--- src/rtl/cvxif_mac4b_master_pkg.sv ---
// Shared FSM encoding, MAC4B opcode match/mask and default watchdog depth.
package cvxif_mac4b_master_pkg;

    typedef enum logic [1:0] {
        IDLE     = 2'd0,
        ISSUE    = 2'd1,
        COMMIT   = 2'd2,
        WAIT_RES = 2'd3
    } state_e;

    // custom-1 major opcode, funct3 = 0, funct7 = 0
    localparam logic [31:0] MAC4B_MATCH = 32'h0000_002B;
    localparam logic [31:0] MAC4B_MASK  = 32'hFE00_707F;

    localparam int unsigned TIMEOUT_CYCLES_DEFAULT = 256;

endpackage

--- src/rtl/cvxif_pkg.sv ---
// CV-X-IF subset used by the MAC4B master: issue, commit and result channels.
package cvxif_pkg;

    localparam int X_NUM_RS    = 2;
    localparam int X_RFR_WIDTH = 32;
    localparam int X_RFW_WIDTH = 32;
    localparam int X_ID_WIDTH  = 4;

    typedef logic [X_ID_WIDTH-1:0] x_id_t;

    typedef struct packed {
        logic [31:0]                            instr;
        logic [X_NUM_RS-1:0][X_RFR_WIDTH-1:0]   rs;
        logic [X_NUM_RS-1:0]                    rs_valid;
        x_id_t                                  id;
    } x_issue_req_t;

    typedef struct packed {
        logic accept;
        logic writeback;
    } x_issue_resp_t;

    typedef struct packed {
        x_id_t id;
        logic  commit_kill;
    } x_commit_t;

    typedef struct packed {
        x_id_t                  id;
        logic [X_RFW_WIDTH-1:0] data;
        logic [4:0]             rd;
        logic                   we;
    } x_result_t;

    typedef struct packed {
        logic         x_issue_valid;
        x_issue_req_t x_issue_req;
        logic         x_commit_valid;
        x_commit_t    x_commit;
        logic         x_result_ready;
    } cvxif_req_t;

    typedef struct packed {
        logic          x_issue_ready;
        x_issue_resp_t x_issue_resp;
        logic          x_result_valid;
        x_result_t     x_result;
    } cvxif_resp_t;

endpackage

--- src/rtl/cvxif_mac4b_watchdog.sv ---
// Counts consecutive run_i cycles; expired_o fires combinationally in the Cycles-th one.
// Latency: expiry visible in the same cycle as the last counted cycle.
// Backpressure: none; clear_i (or expiry) returns the count to zero.
module cvxif_mac4b_watchdog #(
    parameter int unsigned Cycles = 256
) (
    input  logic clk_i,
    input  logic rst_ni,
    input  logic clear_i,
    input  logic run_i,
    output logic expired_o
);

    localparam int unsigned CntW = (Cycles > 1) ? $clog2(Cycles) : 1;

    logic [CntW-1:0] cnt_q, cnt_d;

    assign expired_o = run_i && (cnt_q == CntW'(Cycles - 1));

    always_comb begin
        cnt_d = cnt_q;
        if (clear_i || expired_o) begin
            cnt_d = '0;
        end else if (run_i) begin
            cnt_d = cnt_q + CntW'(1);
        end
    end

    always_ff @(posedge clk_i or negedge rst_ni) begin
        if (!rst_ni) begin
            cnt_q <= '0;
        end else begin
            cnt_q <= cnt_d;
        end
    end

endmodule

--- src/rtl/cvxif_mac4b_master.sv ---
// Single-outstanding CV-X-IF master for MAC4B: issue -> commit -> wait result -> writeback.
// Latency: request to wb_valid_o >= 4 cycles; result watchdog enabled by CVXIF_MAC4B_TIMEOUT_EN.
// Backpressure: req_ready_o only in IDLE; issue fields held until x_issue_ready.
module cvxif_mac4b_master
    import cvxif_pkg::*;
    import cvxif_mac4b_master_pkg::*;
#(
    parameter int unsigned           TimeoutCycles = TIMEOUT_CYCLES_DEFAULT,
    parameter logic [X_ID_WIDTH-1:0] IdInit        = '0
) (
    input  logic                                 clk_i,
    input  logic                                 rst_ni,
    input  logic                                 req_valid_i,
    output logic                                 req_ready_o,
    input  logic [31:0]                          instr_i,
    input  logic [X_NUM_RS-1:0][X_RFR_WIDTH-1:0] rs_i,
    input  logic                                 kill_i,
    output cvxif_pkg::cvxif_req_t                cvxif_req_o,
    input  cvxif_pkg::cvxif_resp_t               cvxif_resp_i,
    output logic                                 wb_valid_o,
    output logic [4:0]                           wb_rd_o,
    output logic [X_RFW_WIDTH-1:0]               wb_data_o,
    output logic                                 illegal_o,
    output logic                                 timeout_o
);

    state_e                               state_q, state_d;
    logic [X_ID_WIDTH-1:0]                id_cnt_q, id_cnt_d, id_q, id_d;
    logic [31:0]                          instr_q, instr_d;
    logic [X_NUM_RS-1:0][X_RFR_WIDTH-1:0] rs_q, rs_d;
    logic                                 wb_en_q, wb_en_d;
    logic                                 req_ready_q, req_ready_d;
    logic                                 issue_valid_q, issue_valid_d;
    logic                                 commit_valid_q, commit_valid_d;
    logic                                 result_ready_q, result_ready_d;
    logic                                 wb_valid_q, wb_valid_d;
    logic                                 illegal_q, illegal_d;
    logic                                 timeout_q, timeout_d;
    logic [4:0]                           wb_rd_q, wb_rd_d;
    logic [X_RFW_WIDTH-1:0]               wb_data_q, wb_data_d;
    logic                                 wd_expired;
    logic                                 result_hit;

    // Results for another id or without a register write are consumed and dropped.
    assign result_hit = cvxif_resp_i.x_result_valid && cvxif_resp_i.x_result.we &&
                        (cvxif_resp_i.x_result.id == id_q);

`ifdef CVXIF_MAC4B_TIMEOUT_EN
    cvxif_mac4b_watchdog #(
        .Cycles(TimeoutCycles)
    ) u_watchdog (
        .clk_i    (clk_i),
        .rst_ni   (rst_ni),
        .clear_i  (state_q != WAIT_RES),
        .run_i    (state_q == WAIT_RES),
        .expired_o(wd_expired)
    );
`else
    logic unused_timeout_cfg;
    assign unused_timeout_cfg = ^TimeoutCycles;
    assign wd_expired         = 1'b0;
`endif

    always_comb begin
        state_d   = state_q;
        id_cnt_d  = id_cnt_q;
        id_d      = id_q;
        instr_d   = instr_q;
        rs_d      = rs_q;
        wb_en_d   = wb_en_q;
        wb_rd_d   = wb_rd_q;
        wb_data_d = wb_data_q;
        wb_valid_d = 1'b0;
        illegal_d  = 1'b0;
        timeout_d  = 1'b0;
        case (state_q)
            IDLE: begin
                if (req_valid_i && req_ready_q) begin
                    instr_d = instr_i;
                    rs_d    = rs_i;
                    id_d    = id_cnt_q;
                    state_d = ISSUE;
                end
            end
            ISSUE: begin
                if (cvxif_resp_i.x_issue_ready) begin
                    id_cnt_d = id_cnt_q + X_ID_WIDTH'(1);
                    wb_en_d  = cvxif_resp_i.x_issue_resp.writeback;
                    if (cvxif_resp_i.x_issue_resp.accept) begin
                        state_d = COMMIT;
                    end else begin
                        illegal_d = 1'b1;
                        state_d   = IDLE;
                    end
                end
            end
            COMMIT: begin
                state_d = (kill_i || !wb_en_q) ? IDLE : WAIT_RES;
            end
            WAIT_RES: begin
                if (result_hit) begin
                    wb_valid_d = 1'b1;
                    wb_rd_d    = cvxif_resp_i.x_result.rd;
                    wb_data_d  = cvxif_resp_i.x_result.data;
                    state_d    = IDLE;
                end else if (wd_expired) begin
                    timeout_d = 1'b1;
                    state_d   = IDLE;
                end
            end
            default: state_d = IDLE;
        endcase
        // Handshake outputs are registered copies of the next state so reset forces them low.
        req_ready_d    = (state_d == IDLE);
        issue_valid_d  = (state_d == ISSUE);
        commit_valid_d = (state_d == COMMIT);
        result_ready_d = (state_d == WAIT_RES);
    end

    always_ff @(posedge clk_i or negedge rst_ni) begin
        if (!rst_ni) begin
            state_q        <= IDLE;
            id_cnt_q       <= IdInit;
            id_q           <= '0;
            instr_q        <= '0;
            rs_q           <= '0;
            wb_en_q        <= 1'b0;
            req_ready_q    <= 1'b0;
            issue_valid_q  <= 1'b0;
            commit_valid_q <= 1'b0;
            result_ready_q <= 1'b0;
            wb_valid_q     <= 1'b0;
            illegal_q      <= 1'b0;
            timeout_q      <= 1'b0;
            wb_rd_q        <= '0;
            wb_data_q      <= '0;
        end else begin
            state_q        <= state_d;
            id_cnt_q       <= id_cnt_d;
            id_q           <= id_d;
            instr_q        <= instr_d;
            rs_q           <= rs_d;
            wb_en_q        <= wb_en_d;
            req_ready_q    <= req_ready_d;
            issue_valid_q  <= issue_valid_d;
            commit_valid_q <= commit_valid_d;
            result_ready_q <= result_ready_d;
            wb_valid_q     <= wb_valid_d;
            illegal_q      <= illegal_d;
            timeout_q      <= timeout_d;
            wb_rd_q        <= wb_rd_d;
            wb_data_q      <= wb_data_d;
        end
    end

    always_comb begin
        cvxif_req_o                      = '0;
        cvxif_req_o.x_issue_valid        = issue_valid_q;
        cvxif_req_o.x_issue_req.instr    = instr_q;
        cvxif_req_o.x_issue_req.rs       = rs_q;
        cvxif_req_o.x_issue_req.rs_valid = {X_NUM_RS{issue_valid_q}};
        cvxif_req_o.x_issue_req.id       = id_q;
        cvxif_req_o.x_commit_valid       = commit_valid_q;
        cvxif_req_o.x_commit.id          = id_q;
        cvxif_req_o.x_commit.commit_kill = commit_valid_q && kill_i;
        cvxif_req_o.x_result_ready       = result_ready_q;
    end

    assign req_ready_o = req_ready_q;
    assign wb_valid_o  = wb_valid_q;
    assign wb_rd_o     = wb_rd_q;
    assign wb_data_o   = wb_data_q;
    assign illegal_o   = illegal_q;
    assign timeout_o   = timeout_q;

endmodule

--- config.mk ---
export PLATFORM = sky130hd
export DESIGN_NAME = cvxif_mac4b_master
export DESIGN_NICKNAME = d
export VERILOG_FILES = /design/src/rtl/cvxif_mac4b_master_pkg.sv /design/src/rtl/cvxif_pkg.sv /design/src/rtl/cvxif_mac4b_watchdog.sv /design/src/rtl/cvxif_mac4b_master.sv
export SDC_FILE = /design/constraint.sdc
export NUM_CORES = 1
export LEC_CHECK = 0
export ABC_CLOCK_PERIOD_IN_PS = 1700
export BUFFER_PORTS_ARGS = -buffer_cell sky130_fd_sc_hd__buf_2
export CAP_MARGIN = 10
export CORE_MARGIN = 2
export CORE_UTILIZATION = 41
export DETAILED_ROUTE_END_ITERATION = 16
export PLACE_DENSITY = 0.76
export SYNTH_ARGS = -nofsm -noshare
export SYNTH_HDL_FRONTEND = slang
export SYNTH_SLANG_ARGS = --single-unit
export TNS_END_PERCENT = 50
--- constraint.sdc ---
create_clock -name clk_i -period 1.7 [get_ports clk_i]
set_input_delay 0.34 -clock clk_i [delete_from_list [all_inputs] [get_ports clk_i]]
set_output_delay 0.34 -clock clk_i [all_outputs]
set_load 0.05 [all_outputs]
==> impl_results.md, run 1 <==
* Leak at 0.00429 µW
* Syn Area/Cell at between 15 and 20 µm²
* Clock insertion delay at the later pin of the skew report at between 0.4 and 0.5 ns
* F_max at between 500 and 600 MHz
* Site Rows at 43
* Max Cap Viol at 0
* Peak VDD IR at approximately 1.3 mV
* Layout cell share with drive strength beyond 1 at 0.732
* Sink Count at 150
* PostCTS Resize Cnt at 0
* Synthesized area at slightly below 6000 µm²
* Failing checks: setup timing
* Critical path endpoint category: flop
* Fin Clk Skew at 0.00718 ns
* Ys Warns at 0
* Setup crit start kind: flop
* Via Count at slightly below 4000
* Synth-to-Final Area Change at 40.9%
* First-pass GRT wire length at between 20000 and 25000 µm
* Number of diodes at 0
* CP delay by family, top: flip-flops
* Initial Util at 0.417
* Crit path DAT at approximately 2.1 ns
* Max incr delay on CP at 0.40 ns
* TritonCTS Buffers at 17
* Die area at between 15000 and 20000 µm²
* Gate power share at 0.505
* Crit path max fanout at 38
* Hold Vio Cnt, Final at 0
* DP HPWL at 10300 µm
* DIE HEIGHT at 123 µm
* Setup ws final at -0.108 ns
* Final Max Tran Viols at 0
* Count of cell types in the netlist at 23
* Setup-failing EPs final at 37
* Sw power at between 8000 and 9000 µW
* Critical path class: flop to flop
* Port-buffer cells at around 300
* Vias per cell at about 4.6
* Chip width at 123 µm
* Net Sw Frac at 0.468
* CTS tree: built
* Post-route DRC violation count at 0
* CP bufs+invs at 2
* CP Cell Sequence: xor2_1, nor4_2, buf_4, nand4_1, buf_12, mux2_4
* Net Count, Synth at a little under 500
* Max H-tree Level at 4
* Number of global-route vias before repair at just over 4000
* Initial antenna violation count at 0
* Total Wirelength at 13400 µm
* Sequential share of the synthesized area at 0.651
* Mapped Cells at between 300 and 400
* Hold WC Path Type: primary input to flop
* Flop pwr share at 0.306
* Pre-antenna DRT Iters at 4
* RePlAce Congestion at roughly 0.7
* Worst path slowest cell: dfrtp_2
* Placed Cells at 817
* Final worst-path cycle share at 1.06
* Int Pwr at a little over 10000 µW
* DRT iter0 DRCs at slightly below 90
* WP data required at approximately 2 ns
* Total core area at approximately 14000 µm²
* Routed Antenna Nets at 0
* Post-detailed-route wirelength per cell at about 16 µm
* Total grt overflow at 0
* Root buf cell: clkbuf_16
* Final Util at 0.587
* Clock Path Buffers at 2
* Clock share of power at 0.190
* All-Layer GR Usage at 0.179
* Cell Pwr Density at 2330 nW/µm²
* Layout Nets at 805
* Yosys reg bits at 150
* Largest net degree at the start of global routing at 55
* CTS clk-pin slew, worst paths at 0.06 ns
* Status: finished with violations
* Clock period minus worst slack at 1.81 ns
* Non-filler cells, final at approximately 850
* I/O pin count at about 300
* RSZ-0062 raised after global routing: true
-- worst register-to-register path, delay by kind of cell, from the launching register on --
| kind | cells | cell delay, ns |
|---|---|---|
| mux | 1 | 0.34 |
| simple gates | 2 | 0.39 |
| flops | 1 | 0.40 |
| buf+inv | 2 | 0.40 |
| xor+xnor | 1 | 0.16 |
-- layout make-up --
type	instances	area, µm²
inverters	2	7.51
fillers	1128	5700
well taps	180	225
clock inverters	9	101
flip-flops and latches	150	3760
clock buffers	23	468
multi-input cells	171	1840
repair buffers	316	1720
-- path summary, 6_finish.rpt --
path	from	to	slack (ns)	cells past startpoint
max reg2reg	id_q[2]	wb_data_o[15]	-0.11	6
max in group asynchronous	rst_ni	cvxif_req_o[50]	0.63	3
min	cvxif_resp_i[44]	illegal_o	0.11	2
min in group asynchronous	rst_ni	cvxif_req_o[76]	0.41	2
min reg2reg	id_cnt_q[3]	id_cnt_q[3]	0.47	1
max	id_q[2]	wb_data_o[15]	-0.11	6
-- logic make-up after synthesis --
kind of cell,Yosys count,synth area share
flip-flops,150,0.651
multiplexers,139,0.284
adder cells (fa/ha/maj),1,0.00217
buffers and inverters,27,0.0297
AO/OA/AOI/OAI,5,0.00456
AND/OR/NAND/NOR,18,0.0171
XOR/XNOR,7,0.0106
other,1,0.000651
-- stage by stage --
step | setup TNS [ns] | instance area (µm²) | total power [µW] | setup WS, ns | hold WS [ns]
CTS | -2.89 | 8120 | 19200 | -0.100 | 0.0920
global route | -6.77 | 8120 | 19800 | -0.205 | 0.111
detailed placement | -8.67 | 7540 | 15500 | -0.254 | 0.267
global placement | -5.60 | 7540 | 15300 | -0.167 | 0.260
finish | -3.07 | 8120 | 18900 | -0.108 | 0.112
floorplan | -2.96 | 5780 | 13100 | -0.147 | 0.0444
-- cells in the mapped netlist --
library cell    n  area share
a21oi_1         2      0.0017
a31oi_1         1      0.0011
and2_1          2      0.0022
buf_2          11      0.0096
buf_4          11       0.014
buf_6           2      0.0039
clkbuf_1        1     0.00065
conb_1          1     0.00065
dfrtp_1       150        0.65
ha_1            1      0.0022
inv_1           2      0.0013
mux2_2        120        0.23
mux2_4         19       0.049
nand2_1         5      0.0033
nand4_1         2      0.0022
nor2_1          2      0.0013
nor2b_1         1      0.0011
nor3_1          2      0.0017
nor4_2          1      0.0022
o21ai_0         2      0.0017
or2_2           3      0.0033
xnor2_1         3      0.0046
xor2_1          4      0.0061
-- routing by layer --
metal  wire, µm  part of all wire  GRT usage  vias to the layer above
met1       5300              0.39      0.206                     1921
met5          0                 0          0                        -
met4        246             0.018     0.0769                        0
met2       6850              0.51      0.309                      182
met3       1030             0.077     0.0525                       17
li1           -                 -          -                     1824
-- power groups by stage --
| stage | registers (µW) | clock network [µW] | logic (µW) |
|---|---|---|---|
| after floorplan | 10500 | 0 | 2540 |
| after global placement | 5760 | 0 | 9520 |
| after CTS | 5820 | 3700 | 9650 |
| after detailed placement | 5860 | 0 | 9650 |
| after global routing | 6000 | 3870 | 9970 |
| final | 5790 | 3590 | 9560 |
-- cells in the final DEF (no fill, tap or decap), types with 3 or more instances in the layout --
master / instances
mux2_4: 19
buf_2: 294
clkinv_2: 5
nand2_1: 5
mux2_2: 120
dfrtp_2: 4
xor2_1: 4
xnor2_1: 3
clkbuf_16: 17
buf_4: 14
clkbuf_1: 4
or2_2: 3
buf_12: 6
dfrtp_1: 146
-- repair_timing --
action                                 CTS  global route
pin swaps                                1             0
endpoints found under the hold margin   33             0
setup endpoints to repair               37            37
buffers inserted                         1             0
hold buffers                             1             0
-- sequential cells by signal (all words and copies together) (netlist names), 2 cells and up --
register and flops:
cvxif_req_o 64, instr_q 32, wb_data_o 32, wb_rd_o 5, id_cnt_q 4, id_q 4, state_q 2
No activity file was read; power rests on OpenSTA's default activity.
==> run 2, diff against run 1 <==
--- a/config.mk
+++ b/config.mk
@@ -10,7 +10,9 @@
 export CAP_MARGIN = 10
 export CORE_MARGIN = 2
 export CORE_UTILIZATION = 41
+export CTS_CLUSTER_SIZE = 24
 export DETAILED_ROUTE_END_ITERATION = 16
+export MAX_ROUTING_LAYER = met4
 export PLACE_DENSITY = 0.76
 export SYNTH_ARGS = -nofsm -noshare
 export SYNTH_HDL_FRONTEND = slang
==> impl_results.md, run 2 (same netlist as run 1, synthesis figures left out) <==
* Status: finished with violations
* Failing checks: setup timing
* Total grt overflow at 0 (unchanged)
* Final Util at 0.587 (unchanged)
* I/O pin count at 297 (unchanged)
* Die area at 15000 µm² (unchanged)
* CTS clk-pin slew, worst paths at 0.06 ns (about the same)
* Peak VDD IR at 1.26 mV (about the same)
* WP data required at 1.99 ns (about the same)
* Crit path max fanout at 38 (unchanged)
* Sw power at 8870 µW (about the same)
* Post-route DRC violation count at 0 (unchanged)
* Setup-failing EPs final at 37 (unchanged)
* DRT iter0 DRCs at 107 (+22%)
* Leak at 0.00429 µW (unchanged)
* Hold Vio Cnt, Final at 0 (unchanged)
* All-Layer GR Usage at 0.184 (+0.00572)
* Largest register FFs at 64 (unchanged)
* Clock Path Buffers at 2 (unchanged)
* Global routing's busiest layer: met2
* Layout Nets at 805 (unchanged)
* Total Wirelength at 13500 µm (+0.20%)
* Site Rows at 43 (unchanged)
* Critical path endpoint category: flop
* Critical path class: flop to flop
* Net Sw Frac at 0.468 (about the same)
* Setup crit start kind: flop
* PostCTS Resize Cnt at 0 (unchanged)
* Initial antenna violation count at 0 (unchanged)
* Chip width at 123 µm (unchanged)
* Number of diodes at 0 (unchanged)
* Root buf cell: clkbuf_16
* DP Area at 7540 µm² (unchanged)
* TritonCTS Buffers at 17 (unchanged)
* Synth-to-Final Area Change at 40.9% (unchanged)
* Via Count at 3937 (-0.18%)
* Port-buffer cells at 295 (unchanged)
* Sink Count at 150 (unchanged)
* Number of global-route vias before repair at 4129 (+0.17%)
* Layout cell share with drive strength beyond 1 at 0.732 (unchanged)
* Max Cap Viol at 0 (unchanged)
* Max H-tree Level at 4 (unchanged)
* DP HPWL at 10300 µm (unchanged)
* Vias per cell at 4.63 (-0.18%)
* RePlAce Congestion at 0.722 (+1.2%)
* Final Max Tran Viols at 0 (unchanged)
* GR Util met1 at 0.211 (+0.00458)
* Gate power share at 0.505 (about the same)
* Cell Pwr Density at 2330 nW/µm² (about the same)
* CTS tree: built
* F_max at 553 MHz (about the same)
* Routed Antenna Nets at 0 (unchanged)
* Clock period minus worst slack at 1.81 ns (+0.000518 ns)
* Clock share of power at 0.189 (about the same)
* Pre-antenna DRT Iters at 4 (unchanged)
* Commonest non-fill, non-tap cell in the layout: buf_2
* DIE HEIGHT at 123 µm (unchanged)
* First-pass GRT wire length at 20400 µm (about the same)
* Most frequent cells in the layout: buf_2, dfrtp_1, mux2_2, mux2_4, clkbuf_16
* Crit path DAT at 2.10 ns (about the same)
* Post-detailed-route wirelength per cell at 15.8 µm (+0.20%)
* GR Util met3 at 0.0488 (-0.00372)
* Hold WC Path Type: primary input to flop
* RSZ-0062 raised after global routing: true
* Largest net degree at the start of global routing at 55 (unchanged)
* Int Pwr at 10100 µW (about the same)
* Flop pwr share at 0.306 (about the same)
* Fin Clk Skew at 0.00741 ns (+0.000226 ns)
* Non-filler cells, final at 851 (unchanged)
* Placed Cells at 817 (unchanged)
* Final worst-path cycle share at 1.06 (about the same)
* Total core area at 13800 µm² (unchanged)
* Final instance area at 8120 µm² (unchanged)
* Clock insertion delay at the later pin of the skew report at 0.41 ns (about the same)
* Setup ws final at -0.108 ns (-0.000518 ns)
* # fillers at 1128 (unchanged)
* Met2 Use GR at 0.310 (+0.00104)
* Initial Util at 0.417 (unchanged)
[run 2: cell counts in the layout (fill, tap and decap cells not counted)]
Identical to the previous run, type by type.
[run 2: power groups by stage]
stage,sequential [µW],combinational (µW),clock [µW]
floorplan,10500,2540,0
global placement,5760,9520,0
detailed placement,5860,9650,0
CTS,5820,9650,3700
global route,6000,9970,3870
finish,5800,9560,3590
[run 2: worst paths after layout]
kind / startpoint / end / slack [ns] / cells after the start
worst max register to register: id_q[2] / wb_data_o[15] / -0.11 / 6
worst min register to register: id_cnt_q[3] / id_cnt_q[3] / 0.47 / 1
worst min-delay path: cvxif_resp_i[44] / illegal_o / 0.11 / 2
worst max-delay path: id_q[2] / wb_data_o[15] / -0.11 / 6
min in group asynchronous: rst_ni / cvxif_req_o[76] / 0.41 / 2
max in group asynchronous: rst_ni / cvxif_req_o[43] / 0.64 / 3
[run 2: layout make-up]
class	instances	area (µm²)	area share
multi-input combinational	171	1840	0.227
timing repair buffer	316	1720	0.211
clock buffer	23	468	0.0576
inverter	2	7.51	0.000924
sequential	150	3760	0.463
clock inverter	9	101	0.0125
tap	180	225	0.0277
[run 2: critical path: stages (launching register included)]
cell     delay, ns
dfrtp_2       0.40
xor2_1        0.16
nor4_2        0.27
buf_4         0.17
nand4_1       0.12
buf_12        0.23
mux2_4        0.32
[run 2: metal layers]
layer  share of wire  routed length, µm
met3           0.072                974
met2            0.51               6890
met4           0.016                214
met5               0                  0
met1            0.40               5370
[run 2: through the flow]
| step | TNS (ns) | hold slack, ns | power, µW | setup slack, ns |
|---|---|---|---|---|
| 3_3_place_gp | -5.60 | 0.260 | 15300 | -0.167 |
| 4_1_cts | -2.89 | 0.0920 | 19200 | -0.100 |
| 3_5_place_dp | -8.67 | 0.267 | 15500 | -0.254 |
| 6_report | -3.07 | 0.113 | 18900 | -0.108 |
| 5_1_grt | -6.76 | 0.110 | 19800 | -0.204 |
| 2_1_floorplan | -2.96 | 0.0444 | 13100 | -0.147 |
[run 2: repair_timing]
| item | CTS | global route |
|---|---|---|
| hold endpoints to repair | 33 | 0 |
| gates cloned | 0 | 0 |
| hold buffers | 1 | 0 |
| pin swaps | 1 | 0 |
| endpoints found under the setup margin | 37 | 37 |
| setup buffers | 1 | 0 |
